==> src/rtl/bus_pkg.sv <==
// Shared constants for the bus arbiter: arbitration modes and counter width.
package bus_pkg;

  typedef enum logic {
    ARB_FIXED = 1'b0,
    ARB_RR    = 1'b1
  } arb_mode_e;

  localparam int CNT_W = 16;

endpackage

==> src/rtl/bus_rr_pick.sv <==
// Rotating-base priority encoder: finds the first set request bit searching
// upward from base and wrapping from N-1 to 0. Purely combinational.
module bus_rr_pick #(
  parameter int N  = 24,
  parameter int IW = $clog2(N)
) (
  input  logic [N-1:0]  req,
  input  logic [IW-1:0] base,
  output logic          found,
  output logic [IW-1:0] idx
);

  // One extra bit so base + offset never overflows before the wrap correction.
  localparam int JW = IW + 1;

  logic [JW-1:0] j;

  // Scan N positions starting at base; the first set bit wins.
  always_comb begin
    // NOTE: every output gets a default first so no path leaves it unassigned (no latch).
    found = 1'b0;
    idx   = '0;
    j     = '0;
    for (int k = 0; k < N; k++) begin
      j = {1'b0, base} + JW'(k);
      if (j >= JW'(N)) j = j - JW'(N);
      if (!found && req[j[IW-1:0]]) begin
        found = 1'b1;
        idx   = j[IW-1:0];
      end
    end
  end

endmodule

==> src/rtl/bus_arb_reg.sv <==
// Registered bus arbiter: selects one of NSRC sources per capture cycle
// (fixed priority or round-robin), registers the winning word with a
// valid/ready hold stage, and flags/counts multi-request conflicts.
module bus_arb_reg
  import bus_pkg::*;
#(
  parameter int        WIDTH = 32,
  parameter int        NSRC  = 24,
  parameter arb_mode_e MODE  = ARB_FIXED,
  parameter int        HOLD  = 0
) (
  input  logic                     clock,
  input  logic                     clear,
  input  logic [NSRC-1:0]          sel,
  input  logic [NSRC*WIDTH-1:0]    data_in,
  input  logic                     out_ready,
  output logic [WIDTH-1:0]         bus_out,
  output logic                     bus_valid,
  output logic [$clog2(NSRC)-1:0]  bus_src,
  output logic                     conflict,
  output logic [CNT_W-1:0]         conflict_count
);

  localparam int SW = $clog2(NSRC);
  localparam logic [NSRC-1:0] SEL_ONE = NSRC'(1);

  logic [SW-1:0]    ptr;
  logic [SW-1:0]    pick_base;
  logic [SW-1:0]    win_idx;
  logic [SW-1:0]    next_ptr;
  logic             win_found;
  logic [WIDTH-1:0] win_data;
  logic             capture;
  logic             multi;

  // Fixed priority is just the rotating encoder pinned to base 0.
  assign pick_base = (MODE == ARB_RR) ? ptr : '0;

  bus_rr_pick #(.N(NSRC), .IW(SW)) u_pick (
    .req   (sel),
    .base  (pick_base),
    .found (win_found),
    .idx   (win_idx)
  );

  // The output stage accepts a new word when empty or when the consumer takes the current one.
  assign capture  = !bus_valid || out_ready;
  // Clearing the lowest set bit leaves something only if two or more bits were set.
  assign multi    = (sel & (sel - SEL_ONE)) != '0;
  assign next_ptr = (win_idx == SW'(NSRC - 1)) ? '0 : win_idx + SW'(1);

  // Data mux for the granted source.
  always_comb begin
    win_data = '0;
    for (int i = 0; i < NSRC; i++) begin
      if (win_idx == SW'(i)) win_data = data_in[i*WIDTH +: WIDTH];
    end
  end

  // Output stage, RR pointer and conflict tracking; nothing but the hold changes outside capture cycles.
  always_ff @(posedge clock or posedge clear) begin
    if (clear) begin
      bus_out        <= '0;
      bus_valid      <= 1'b0;
      bus_src        <= '0;
      conflict       <= 1'b0;
      conflict_count <= '0;
      ptr            <= '0;
    end else begin
      // NOTE: non-blocking assignments so every register samples pre-edge values.
      conflict <= 1'b0;
      if (capture) begin
        if (win_found) begin
          bus_out   <= win_data;
          bus_src   <= win_idx;
          bus_valid <= 1'b1;
          if (MODE == ARB_RR) ptr <= next_ptr;
        end else begin
          bus_valid <= 1'b0;
          bus_src   <= '0;
          if (HOLD == 0) bus_out <= '0;
        end
        if (multi) begin
          conflict <= 1'b1;
          if (conflict_count != '1) conflict_count <= conflict_count + CNT_W'(1);
        end
      end
    end
  end

endmodule

==> config.mk <==
export PLATFORM = sky130hd
export DESIGN_NAME = bus_arb_reg
export DESIGN_NICKNAME = d
export VERILOG_FILES = /design/src/rtl/bus_pkg.sv /design/src/rtl/bus_rr_pick.sv /design/src/rtl/bus_arb_reg.sv
export SDC_FILE = /design/constraint.sdc
export NUM_CORES = 1
export LEC_CHECK = 0
export CORE_AREA = 4 4 324 326
export CTS_CLUSTER_SIZE = 40
export DETAILED_ROUTE_END_ITERATION = 8
export DIE_AREA = 0 0 328 330
export REMOVE_ABC_BUFFERS = 1
export SLEW_MARGIN = 20
export SYNTH_ARGS = -nofsm -noshare
export SYNTH_HDL_FRONTEND = slang
export SYNTH_SLANG_ARGS = --single-unit
==> constraint.sdc <==
create_clock -name clock -period 5.9 [get_ports clock]
set_input_delay 1.18 -clock clock [delete_from_list [all_inputs] [get_ports clock]]
set_output_delay 1.18 -clock clock [all_outputs]
set_load 0.01 [all_outputs]
## After elaboration in Yosys (flattened, before gate mapping)

Index checks and enable logic that the tools add are counted.

| word-level totals | value |
|---|---|
| word-level logic and storage cells | 159 |
| input bits | 795 |
| register bits after elaboration | 55 |
| output and inout port bits | 55 |

| operators by class | value |
|---|---|
| equality and inequality tests | 24 |
| muxes and demuxes | 76 |
| $add $sub $neg | 2 |
| reduce and logical (&&, ||, !) cells | 51 |
| bitwise gates (word level) | 1 |

Operators with widths:

| operator | count |
|---|---|
| 32-bit 2-to-1 mux | 25 |
| 5-bit 2-to-1 mux | 9 |
| 5-bit by 4-bit == test with 1-bit output, second input constant | 8 |
| 5-bit == test, second input constant | 8 |
| 4-bit 2-to-1 mux | 8 |
| 1-bit 2-to-1 mux | 28 |
| 24-bit AND | 1 |
| 1-bit logical NOT | 24 |
| 24-bit nonzero test | 1 |
| 24-bit by 1-bit subtractor with 24-bit output, second input constant | 1 |
| 1-bit logical AND | 23 |
| 5-bit by 3-bit == test with 1-bit output, second input constant | 4 |
| 16-bit by 1-bit adder with 16-bit output, second input constant | 1 |
| 16-bit inequality test, second input constant | 1 |
| 3-bit 2-to-1 mux | 4 |
| 5-bit by 2-bit == test with 1-bit output, second input constant | 2 |
| 5-bit by 1-bit == test with 1-bit output, second input constant | 1 |
| 5-bit logical NOT | 1 |
| 2-bit 2-to-1 mux | 2 |
| 3-bit AND reduction | 1 |
| 1-bit logical OR | 1 |

## Depth between registers and ports, before layout

| logic depth | value |
|---|---|
| depth in word-level cells | 96 |
| gate-level depth with buffers | 16 |
| depth with buffers taken out | 9 |

## Modules after synthesis

From an unflattened synthesis, not the netlist that was laid out.

| second synthesis, totals | value |
|---|---|
| cells, all modules | 2,012 |
| area, all modules | 14,571.5 µm² |

By module, submodules not included:

| module | cells an instance | instances | area each (µm²) | sequential area each (µm²) |
|---|---|---|---|---|
| bus_arb_reg | 1,257 | 1 | 8,959.8 | 1,376.3 |
| bus_rr_pick | 755 | 1 | 5,611.6 | 0.0 |

## Worst setup path after synthesis

OpenSTA, ideal clock, no wires.

| timing | value |
|---|---|
| path type | input to register |
| from | input sel[12] |
| to | register bus_out[29] |
| data required time | 5.806 ns |
| stages on the path | 14 |
| buffers on the path | 5 |
| setup slack | 2.001 ns |
| setup time | 0.094 ns |
| arrival time | 3.805 ns |
| path through | buf_4 > nor4_4 > and4_1 > buf_4 > and4b_1 > buf_4 > nor4_1 > buf_6 > a311oi_4 > buf_4 > nand2_1 > o21ai_1 > o22ai_1 > a221oi_2 |

| on the way | value |
|---|---|
| longest elaborated chain between the ends | 61 |
| elaborated cells on any way between the ends | 96 |
| those cells by class | eq/ne: 23; mux: 49; reduce/logical: 24 |

RTL lines:

| item | line | RTL |
|---|---|---|
| from (decl) | bus_arb_reg.sv:14 | `input logic [NSRC-1:0] sel,` |
| 1-bit logical AND (*) | bus_rr_pick.sv:27 | `if (!found && req[j[IW-1:0]]) begin` |
| 1-bit 2-to-1 mux | bus_rr_pick.sv:27 |  |
| 1-bit logical NOT | bus_rr_pick.sv:27 |  |
| 1-bit logical AND | bus_rr_pick.sv:27 |  |
| 1-bit 2-to-1 mux | bus_rr_pick.sv:27 |  |
| 1-bit logical NOT | bus_rr_pick.sv:27 |  |
| 1-bit logical AND | bus_rr_pick.sv:27 |  |
| 1-bit 2-to-1 mux | bus_rr_pick.sv:27 |  |
| [... 22 more ...] | n/a |  |
| 1-bit logical AND | bus_rr_pick.sv:27 |  |
| 1-bit 2-to-1 mux | bus_rr_pick.sv:27 |  |
| 1-bit logical NOT | bus_rr_pick.sv:27 |  |
| 1-bit logical AND | bus_rr_pick.sv:27 |  |
| 5-bit 2-to-1 mux | bus_rr_pick.sv:27 |  |
| 5-bit logical NOT | bus_arb_reg.sv:56 | `if (win_idx == SW'(i)) win_data = data_in[i*WIDTH +: WIDTH];` |
| 32-bit 2-to-1 mux (24 in series) | bus_arb_reg.sv:56 |  |
| 32-bit 2-to-1 mux (*) | bus_arb_reg.sv:73 | `if (win_found) begin` |
| to (signal assigned) | bus_arb_reg.sv:74 | `bus_out <= win_data;` |
| to (decl) | bus_arb_reg.sv:17 | `output logic [WIDTH-1:0] bus_out,` |

Every way passes the cells marked *; elsewhere a longest branch is shown, timed or not.
A chain may end at the register's enable or synchronous reset.

## Worst setup path after layout

| timing | value |
|---|---|
| from | input sel[9] |
| to | register bus_out[28] |

| on the way | value |
|---|---|
| longest elaborated chain between the ends | 70 |
| elaborated cells on any way between the ends | 108 |
| those cells by class | eq/ne: 23; mux: 55; reduce/logical: 30 |

RTL lines:

| item | line |
|---|---|
| 1-bit logical AND (*) | bus_rr_pick.sv:27 |
| 1-bit 2-to-1 mux | bus_rr_pick.sv:27 |
| 1-bit logical NOT | bus_rr_pick.sv:27 |
| 1-bit logical AND | bus_rr_pick.sv:27 |
| 1-bit 2-to-1 mux | bus_rr_pick.sv:27 |
| 1-bit logical NOT | bus_rr_pick.sv:27 |
| 1-bit logical AND | bus_rr_pick.sv:27 |
| 1-bit 2-to-1 mux | bus_rr_pick.sv:27 |
| [... 31 more ...] | n/a |
| 1-bit logical AND | bus_rr_pick.sv:27 |
| 1-bit 2-to-1 mux | bus_rr_pick.sv:27 |
| 1-bit logical NOT | bus_rr_pick.sv:27 |
| 1-bit logical AND | bus_rr_pick.sv:27 |
| 5-bit 2-to-1 mux | bus_rr_pick.sv:27 |
| 5-bit logical NOT | bus_arb_reg.sv:56 |
| 32-bit 2-to-1 mux (24 in series) | bus_arb_reg.sv:56 |
| 32-bit 2-to-1 mux (*) | bus_arb_reg.sv:73 |

Marked as above.

==> metrics.txt <==
status=finished, final reports clean; PwrDens=between 100 and 150 nW/um^2; routed wire length=145 mm; 1st-pass router iterations=6; Setup Skew=0.0247 ns; Starting Density=0.0871; aggregate global routing overflow=0; Post-Synthesis Cells=1,298; num ports=850; die area=roughly 110,000 sq um; WHS=0.501 ns; end-of-flow core utilization=0.196; Max IR drop VDD=0.000125 V; placed cell count=roughly 3,500; CP cell instances=clkdlybuf4s50_1 -> nor4_1 -> and4_1 -> and2_2 -> buf_4 -> a221o_1 -> a21oi_1 -> o21ai_0 -> a221oi_1 -> o21ai_0 -> a22o_1; CP Buf/Inv Count=2; slowest CP cell=nor4_1; largest net degree at the start of global routing=40; Placement Setup Slack=about 0.25 ns; final-stage net count=~3,000; P_leak=around 7 nW; EDFF count, synth=0; most common cell after layout, fill and taps aside=clkdlybuf4s50_1; CP Capture Type=flip-flop; critical path class=input pin to flip-flop; Layout area overhead=125%; # setup viols final=0; Root Driver=clkbuf_16; postcts setup bufs=0; final setup margin=around 0.63 ns; first-pass GRT wire length=roughly 180 mm; setup TNS=0 ns; core area=around 100,000 sq um; asr flop ratio synth=1.00; share of layout cells above drive strength 1=0.0873; total power=2.18 mW; Via density=around 4.7; DRC viols=0; CTS resizes=0; Avg Cell Area, Syn=approximately 6.8 sq um; fillers=approximately 12,000; Synth Flop Type=dfrtp_1; sequential-to-total area share from yosys stat=0.155; unrepaired setup endpoints after global routing=false; CTS tree=yes; CTS buffer count=5; chip height=~330 um; crit path max fanout=33; post-synthesis register bit count=55; Achievable Freq=between 150 and 200 MHz; initial antenna violation count=approximately 150; fin cells=approximately 3,600; H-tree depth=2; CTS hold repair buffers=0; num rows=between 100 and 150; CP Data Arrival Time=about 5.6 ns; sink count of the clock tree=55; crit start category=input pin; DRT antenna net count=0; worst stage delay on the critical path=just under 1 ns; Required @ worst endpoint=slightly above 6 ns; Final Hold Vio Count=0; CTS Buffer Depth=2; min Tclk post-route=approximately 5.3 ns; min-delay worst type=flip-flop to flip-flop; Ys Warns=0; Iter 0 DRT Violations=a little over 2,000; Clk Latency, worst-skew pair=approximately 0.37 ns; Slew Limit Fails=0; Least-Margin Pin Slew=1.14 ns; Synth Cell Area=roughly 8900 sq um; Max-Cap Viols=0; Final Wtd Congestion=~0.96; die width=~330 um; number of global-route vias before repair=between 15,000 and 20,000; gr usage total=0.255; Via Count=about 17,000; most frequent CP cell=o21ai_0; CP top delay family=compound AO/OA/AOI/OAI gates; port bufs=849; Max-slew headroom=0.231; final instance area=roughly 20,000 sq um; Area after DPL=about 20,000 sq um; dpl hpwl=around 130 mm; Final Cycle Share=0.894; Yosys cell types=slightly above 80; Worst-path clk slew=around 0.11 ns; post-DR wirelength/cell=40.5 um; most frequent cells in the layout=clkdlybuf4s50_1 (848), nand2_1 (161), a21oi_1 (150)
-- final timing paths --
kind / startpoint / slack [ns] / endpoint / depth (start not counted)
min in group asynchronous: clear / 1.33 / bus_out[22] / 2
max: sel[9] / 0.63 / bus_out[28] / 11
min reg2reg: conflict_count[11] / 0.50 / conflict_count[11] / 1
max in group asynchronous: clear / 3.64 / bus_src[2] / 3
min: conflict_count[11] / 0.50 / conflict_count[11] / 1
max reg2reg: bus_valid / 3.20 / bus_out[11] / 7
-- cells in the mapped netlist, drive strengths merged (5+ instances only) --
| master | instances | area share |
|---|---|---|
| or2 | 5 | 0.0035 |
| or3 | 9 | 0.0064 |
| xor2 | 10 | 0.0099 |
| a31oi | 16 | 0.011 |
| nand2 | 162 | 0.069 |
| nor4 | 14 | 0.012 |
| xnor2 | 5 | 0.0049 |
| and3 | 18 | 0.013 |
| a22oi | 54 | 0.046 |
| o21bai | 5 | 0.0042 |
| a221o | 19 | 0.021 |
| a211o | 5 | 0.0049 |
| o2111ai | 5 | 0.0049 |
| inv | 11 | 0.0047 |
| o21ai | 77 | 0.043 |
| a2111oi | 8 | 0.0079 |
| buf | 41 | 0.026 |
| and2 | 7 | 0.0049 |
| a221oi | 67 | 0.068 |
| o211ai | 32 | 0.028 |
| o31a | 6 | 0.0059 |
| o31ai | 5 | 0.0042 |
| dfrtp | 55 | 0.16 |
| a211oi | 26 | 0.025 |
| a32oi | 5 | 0.0049 |
| nand4 | 19 | 0.014 |
| a21oi | 151 | 0.085 |
| clkbuf | 73 | 0.031 |
| nor3 | 40 | 0.026 |
| nand3 | 68 | 0.038 |
| mux2 | 5 | 0.0064 |
| a22o | 15 | 0.015 |
| a222oi | 42 | 0.047 |
| o221ai | 17 | 0.017 |
| o22ai | 17 | 0.012 |
| nor2 | 112 | 0.048 |
| a21o | 10 | 0.0085 |
| mux2i | 10 | 0.011 |
| or4 | 6 | 0.0051 |
-- routing by layer --
layer	global-route usage	vias up	wire, um
met4	0.0579	138	3870
met5	0	-	894
met3	0.120	287	17600
met2	0.421	1086	66400
li1	-	7064	-
met1	0.300	8183	56400
-- final cells by class --
type	instances	area (sq um)	area share
inverter	11	42.5	0.00213
timing repair buffer	974	9480	0.475
clock inverter	3	31.3	0.00157
multi-input combinational	1118	7060	0.354
clock buffer	5	125	0.00627
antenna	54	135	0.00677
tap	1368	1710	0.0857
sequential	55	1380	0.0689
-- report_power, final --
group / switching (mW) / internal, mW
registers: 0.0683 / 0.436
clock network: 0.236 / 0.168
logic: 0.548 / 0.726
-- cells by family after synthesis --
| family | count (synthesis) | synth area share |
|---|---|---|
| buffers and inverters | 125 | 0.0616 |
| AOI/OAI and AO/OA | 604 | 0.489 |
| DFF | 55 | 0.155 |
| adders and majority gates | 3 | 0.00367 |
| and+or+nand+nor | 481 | 0.258 |
| muxes | 15 | 0.0177 |
| xor gates and xnor gates | 15 | 0.0148 |
-- state kept, by name (all words and copies together), names as in the netlist --
signal / flops
conflict: 1
bus_out: 32
bus_src: 5
conflict_count: 16
bus_valid: 1
-- worst reg2reg max path, stage by stage (launching register included) --
cell	delay, ns
dfrtp_1	0.42
nand2b_2	0.53
o21ai_0	0.19
nor2_1	0.48
o211ai_1	0.24
nor3_1	0.35
o211ai_1	0.23
o21ai_0	0.20
Power figures use the tool's default switching activity.
